<file path="src/rtl/down_counter_timer.sv">
// rtl/down_counter_timer.sv - loadable down-counter/timer with one-cycle terminal-count pulse
// Optional feature: define DOWN_COUNTER_TIMER_AUTORELOAD_EN to restart from the loaded value at terminal count.
module down_counter_timer #(
  parameter int WIDTH = 4
) (
  input  logic             clk,
  input  logic             rst_n,
  input  logic             load_valid,
  output logic             load_ready,
  input  logic [WIDTH-1:0] load_val,
  input  logic             en,
  input  logic             clear,
  output logic [WIDTH-1:0] o,
  output logic             busy,
  output logic             zero
);

  typedef enum logic [1:0] {
    IDLE = 2'd0,
    RUN  = 2'd1,
    DONE = 2'd2
  } state_t;

  state_t state;

  // Gated with rst_n so no producer sees a ready while the block is held in reset.
  assign load_ready = rst_n & (state == IDLE) & ~clear;

`ifdef DOWN_COUNTER_TIMER_AUTORELOAD_EN
  logic [WIDTH-1:0] reload_q;

  always_ff @(posedge clk or negedge rst_n) begin
    if (!rst_n) begin
      reload_q <= '0;
    end else if (load_ready && load_valid) begin
      reload_q <= load_val;
    end
  end
`endif

  always_ff @(posedge clk or negedge rst_n) begin
    if (!rst_n) begin
      state <= IDLE;
      o     <= '0;
      zero  <= 1'b0;
      busy  <= 1'b0;
    end else if (clear) begin
      state <= IDLE;
      o     <= '0;
      zero  <= 1'b0;
      busy  <= 1'b0;
    end else begin
      zero <= 1'b0;
      case (state)
        IDLE: begin
          if (load_valid) begin
            o    <= load_val;
            busy <= 1'b1;
            if (load_val != '0) begin
              state <= RUN;
            end else begin
              state <= DONE;
              zero  <= 1'b1;
            end
          end
        end
        RUN: begin
          if (en) begin
            if (o > WIDTH'(1)) begin
              o <= o - WIDTH'(1);
            end else begin
              // Terminal event: o is 1 here, the FSM never lets it reach 0 in RUN.
              zero <= 1'b1;
`ifdef DOWN_COUNTER_TIMER_AUTORELOAD_EN
              o    <= reload_q;
`else
              o     <= '0;
              state <= DONE;
`endif
            end
          end
        end
        DONE: begin
          o     <= '0;
          busy  <= 1'b0;
          state <= IDLE;
        end
        default: begin
          o     <= '0;
          busy  <= 1'b0;
          state <= IDLE;
        end
      endcase
    end
  end

endmodule

</file>
<file path="config.mk">
export PLATFORM = sky130hd
export DESIGN_NAME = down_counter_timer
export DESIGN_NICKNAME = d
export VERILOG_FILES = /design/src/rtl/down_counter_timer.sv
export SDC_FILE = /design/constraint.sdc
export NUM_CORES = 1
export LEC_CHECK = 0
export CAP_MARGIN = 10
export CORE_AREA = 10 10 47 49
export CTS_BUF_LIST = sky130_fd_sc_hd__clkbuf_8
export CTS_CLUSTER_SIZE = 30
export DETAILED_ROUTE_END_ITERATION = 10
export DIE_AREA = 0 0 57 59
export PLACE_DENSITY = 0.73
export SETUP_SLACK_MARGIN = 0.5
export SLEW_MARGIN = 20
export SYNTH_ARGS = -nofsm -noshare
export SYNTH_HDL_FRONTEND = slang
export SYNTH_SLANG_ARGS = --single-unit
</file>
<file path="constraint.sdc">
create_clock -name clk -period 1.5 [get_ports clk]
set_input_delay 0.3 -clock clk [delete_from_list [all_inputs] [get_ports clk]]
set_output_delay 0.3 -clock clk [all_outputs]
set_load 0.03 [all_outputs]
</file>
Word level (Yosys, flattened, before mapping)

Index checks and enable logic that the tools add are counted.

Bits in registers: 8
Input port bits: 9
Output and inout port bits: 7
Word-level logic and storage cells: 39

$add $sub $neg: 1
$lt $le $gt $ge: 1
Equality and inequality tests: 5
Muxes and demuxes: 20
Bitwise operators: 3
Reduce and logical (&&, ||, !) cells: 5

Operators with widths:

| kind                                                                  | count |
|---|---|
| 4-bit 2-to-1 mux                                                      | 4 |
| 2-bit 2-to-1 mux                                                      | 5 |
| 3-bit inequality test (second input constant)                         | 3 |
| 4-bit one-hot mux with 2 select lines                                 | 1 |
| 1-bit 2-to-1 mux                                                      | 7 |
| 4-bit by 1-bit > comparator with 1-bit output (second input constant) | 1 |
| 1-bit one-hot mux with 2 select lines                                 | 2 |
| 2-bit one-hot mux with 2 select lines                                 | 1 |
| 2-bit AND reduction                                                   | 2 |
| 4-bit nonzero test                                                    | 1 |
| 4-bit by 1-bit subtractor with 4-bit output (second input constant)   | 1 |
| 3-bit AND reduction                                                   | 1 |
| 1-bit AND                                                             | 2 |
| 2-bit by 1-bit == test with 1-bit output (second input constant)      | 1 |
| 2-bit zero test                                                       | 1 |
| 2-bit inequality test (second input constant)                         | 1 |
| 1-bit NOT                                                             | 1 |

Depth between registers and ports, before layout

Depth in word-level cells: 5
Mapped depth: 6
Gate-level depth less buffers: 6

Least setup slack after synthesis

Ideal clock, no wire load.

Kind: reg2out
Start: register state[1]
End: output load_ready
Arrival: 1.486 ns
Data required time: 1.200 ns
Setup slack: -0.286 ns
Stages on the path, launching flop included: 4
Cells stage by stage: dfrtp_1 -> or2_0 -> buf_2 -> nor3b_1

Word-level cells in the longest chain between the ends: 3

RTL lines:

| what                    | RTL line | RTL |
|---|---|---|
| start, declared         | 24       | `state_t state;` |
| start signal, assigned  | 43       | `state <= IDLE;` |
| start signal, assigned  | 48       | `state <= IDLE;` |
| start signal, assigned  | 60       | `state <= RUN;` |
| 2-bit zero test         | 27       | `assign load_ready = rst_n & (state == IDLE) & ~clear;` |
| 1-bit AND (2 in series) | 27       |  |
| end, declared           | 9        | `output logic load_ready,` |

No other way between the ends.

Worst setup path in the final report

Ends and elaborated chain as after synthesis.

==> results.md <==
* Crit. End Element: primary output
* Worst Path Max Fanout at 3
* Max-slew violation count at 0
* Max Cap Violations at 0
* Setup ws final at -0.0240 ns
* Iteration count of the initial detailed-routing pass at 4
* Register Area at 205 um2
* Max Clock Skew at 0.00712 ns
* Gr ovfl total at 0
* Die ar. at 3360 um2
* Clock buffer depth at 2
* Post-Syn Nets at 64
* Post-synth top area share at 0.384
* Setup WS pre-CTS at -0.163 ns
* Vias at 573
* Ys Warns at 0
* Pin count of the biggest net entering global routing at 9
* Multi-input combinational cell area at 433 um2
* Die Y at 59 um
* Initial core utilization at 0.372
* Post-synth top area cell: dfrtp_1
* RSZ-0062 raised after global routing: true
* Post-synth EDFFs at 0
* Sink Count at 8
* H-tree depth at 1
* Rows at 14
* IO Port Bufs at 15
* Antenna-violating nets left at 0
* Initial antenna violation count at 0
* WL per Instance at 17.7 um
* Status: finished with violations
* Post-Synthesis Cells at 53
* Placer Congestion at 0.879
* ANT cells at 0
* Area delta synth->final at 105%
* Part of the Yosys area used for sequential elements at 0.384
* Final min period at 1.52 ns
* Routed vias/inst at 5.31
* Number of global-route vias before repair at 637
* Post-DP HPWL at 1140 um
* Detailed Route Iter0 Violations at 4
* Synth Flop Type: dfrtp_1
* Total track usage at 0.112
* Global-route wire length before repair at 2940 um
* Maximum clock frequency at 0.656 GHz
* CTS Buf Count at 3
* Clk Latency, worst-skew pair at 0.24 ns
* Pwr dens at 947 nW/um2
* Async SR Flop Fraction at 1.00
* Layout cells sized above 1 at 0.663
* Failing checks: negative setup slack
* CTS root buffer: clkbuf_8
* # DRC at 0
* Hold-fix buffers at CTS at 0
* Syn Area/Cell at 9.84 um2
* WS Path Type: reg -> out
* NumNets Final at 104
* TritonCTS clock tree: built
* Worst hold-check path type: in -> async
* Worst slew pin tran at 0.291 ns
* Final period util at 1.02
* Hold Vio Cnt, Final at 0
* Final setup fails at 1
* Die Wd at 57 um
* Max IR drop VDD at 797 uV
* Synth top area cells: dfrtp_1, nor2_1, ha_1
* Drt total wl at 1910 um
* Area of the mapped netlist at 522 um2
* Arrival @ worst endpoint at 1.22 ns
* Number of top-level pins at 16
* Number of fill cells at 94
* Worst hold slack at 0.383 ns
* Slew HR at 0.805
* Core area at 1400 um2
* Seq cells post-synth at 8
* Crit start category: register
* Lkg Pwr at 0.000466 uW
* Synth unique cells at 28
* Clk slew on worst S/H paths at 0.05 ns
* CP required at 1.20 ns
==> registers in the layout, indices dropped and copies added (netlist names) <==
signal / flops
busy: 1
o: 4
state: 2
zero: 1
==> routing by layer <==
layer / wire, um / share of wire / track usage / vias to the layer above
li1: - / - / - / 271
met1: 791 / 0.41 / 0.115 / 286
met2: 978 / 0.51 / 0.192 / 12
met3: 88 / 0.046 / 0.0451 / 4
met4: 52 / 0.027 / 0.0570 / 0
met5: 0 / 0 / 0 / -
==> timing repair <==
item	4_1_cts	5_1_grt
buffers inserted	8	4
gates resized for setup	61	7
pin swaps	7	5
setup endpoints to repair	15	15
==> cell type report <==
cell class,count,share of cell area
multi-input cells,39,0.405
repair buffers,37,0.326
flip-flops and latches,8,0.192
clock buffers,3,0.0386
well taps,16,0.0187
inverters,4,0.0164
clock inverters,1,0.00351
==> metrics by stage <==
stage,power [uW],instances,TNS (ns),util,area (um2)
final,1010,108,-0.0240,0.763,1070
after global routing,1070,108,-0.0523,0.763,1070
after global placement,587,92,-0.498,0.574,805
after CTS,960,104,-0.0452,0.719,1010
after floorplan,470,53,0,-,581
after detailed placement,593,92,-0.592,0.574,805
==> critical path: stages (launching register included) <==
cell and delay (ns):
dfrtp_1 0.40, or2_4 0.26, nor3b_4 0.18, buf_6 0.15
==> synth_stat cells (2+ instances only) <==
cell	number
and3b_1	2
ha_1	2
nor3_1	2
nor3b_1	2
nand2b_1	3
dfrtp_1	8
o31ai_2	2
a21oi_1	2
inv_1	4
nor2_1	7
a21oi_2	2
==> worst paths after layout <==
path / cells after the start / slack (ns) / from / to
setup / recovery: 3 / -0.02 / state[1]$_DFFE_PN0P_ / load_ready
hold / removal: 2 / 0.38 / rst_n / o[2]$_DFFE_PN0P_
setup reg to reg: 7 / 0.05 / state[1]$_DFFE_PN0P_ / o[3]$_DFFE_PN0P_
hold reg to reg: 2 / 0.58 / state[1]$_DFFE_PN0P_ / o[3]$_DFFE_PN0P_
max in group asynchronous: 2 / 0.97 / rst_n / o[3]$_DFFE_PN0P_
min in group clk: 2 / 0.58 / state[1]$_DFFE_PN0P_ / o[3]$_DFFE_PN0P_
==> kinds of logic after synthesis <==
family | after synthesis | share of synthesized area
and+or+nand+nor | 22 | 0.242
muxes | 1 | 0.0192
adders and majority gates | 2 | 0.0480
AOI/OAI and AO/OA | 14 | 0.247
DFF | 8 | 0.384
buffers and inverters | 6 | 0.0599
==> power breakdown <==
part / leakage (uW) / internal (uW) / total (uW) / switching [uW]
registers: 0.000100 / 240 / 278 / 37.4
clock network: 0.0000269 / 178 / 277 / 98.8
logic: 0.000339 / 238 / 458 / 220
total: 0.000466 / 657 / 1010 / 356
==> cell usage in the layout, fill, tap and decap left out, types with 2 or more instances in the layout <==
cell type	n
nor2_4	2
buf_6	13
a21oi_2	3
dlygate4sd2_1	4
dfrtp_1	4
buf_4	15
clkbuf_8	3
ha_4	2
nand2b_1	3
clkdlybuf4s50_1	4
and3b_1	2
dfrtp_2	4
nor2_1	4
o31ai_4	2
inv_1	3
Note: power is estimated with default switching activity, not from simulation.
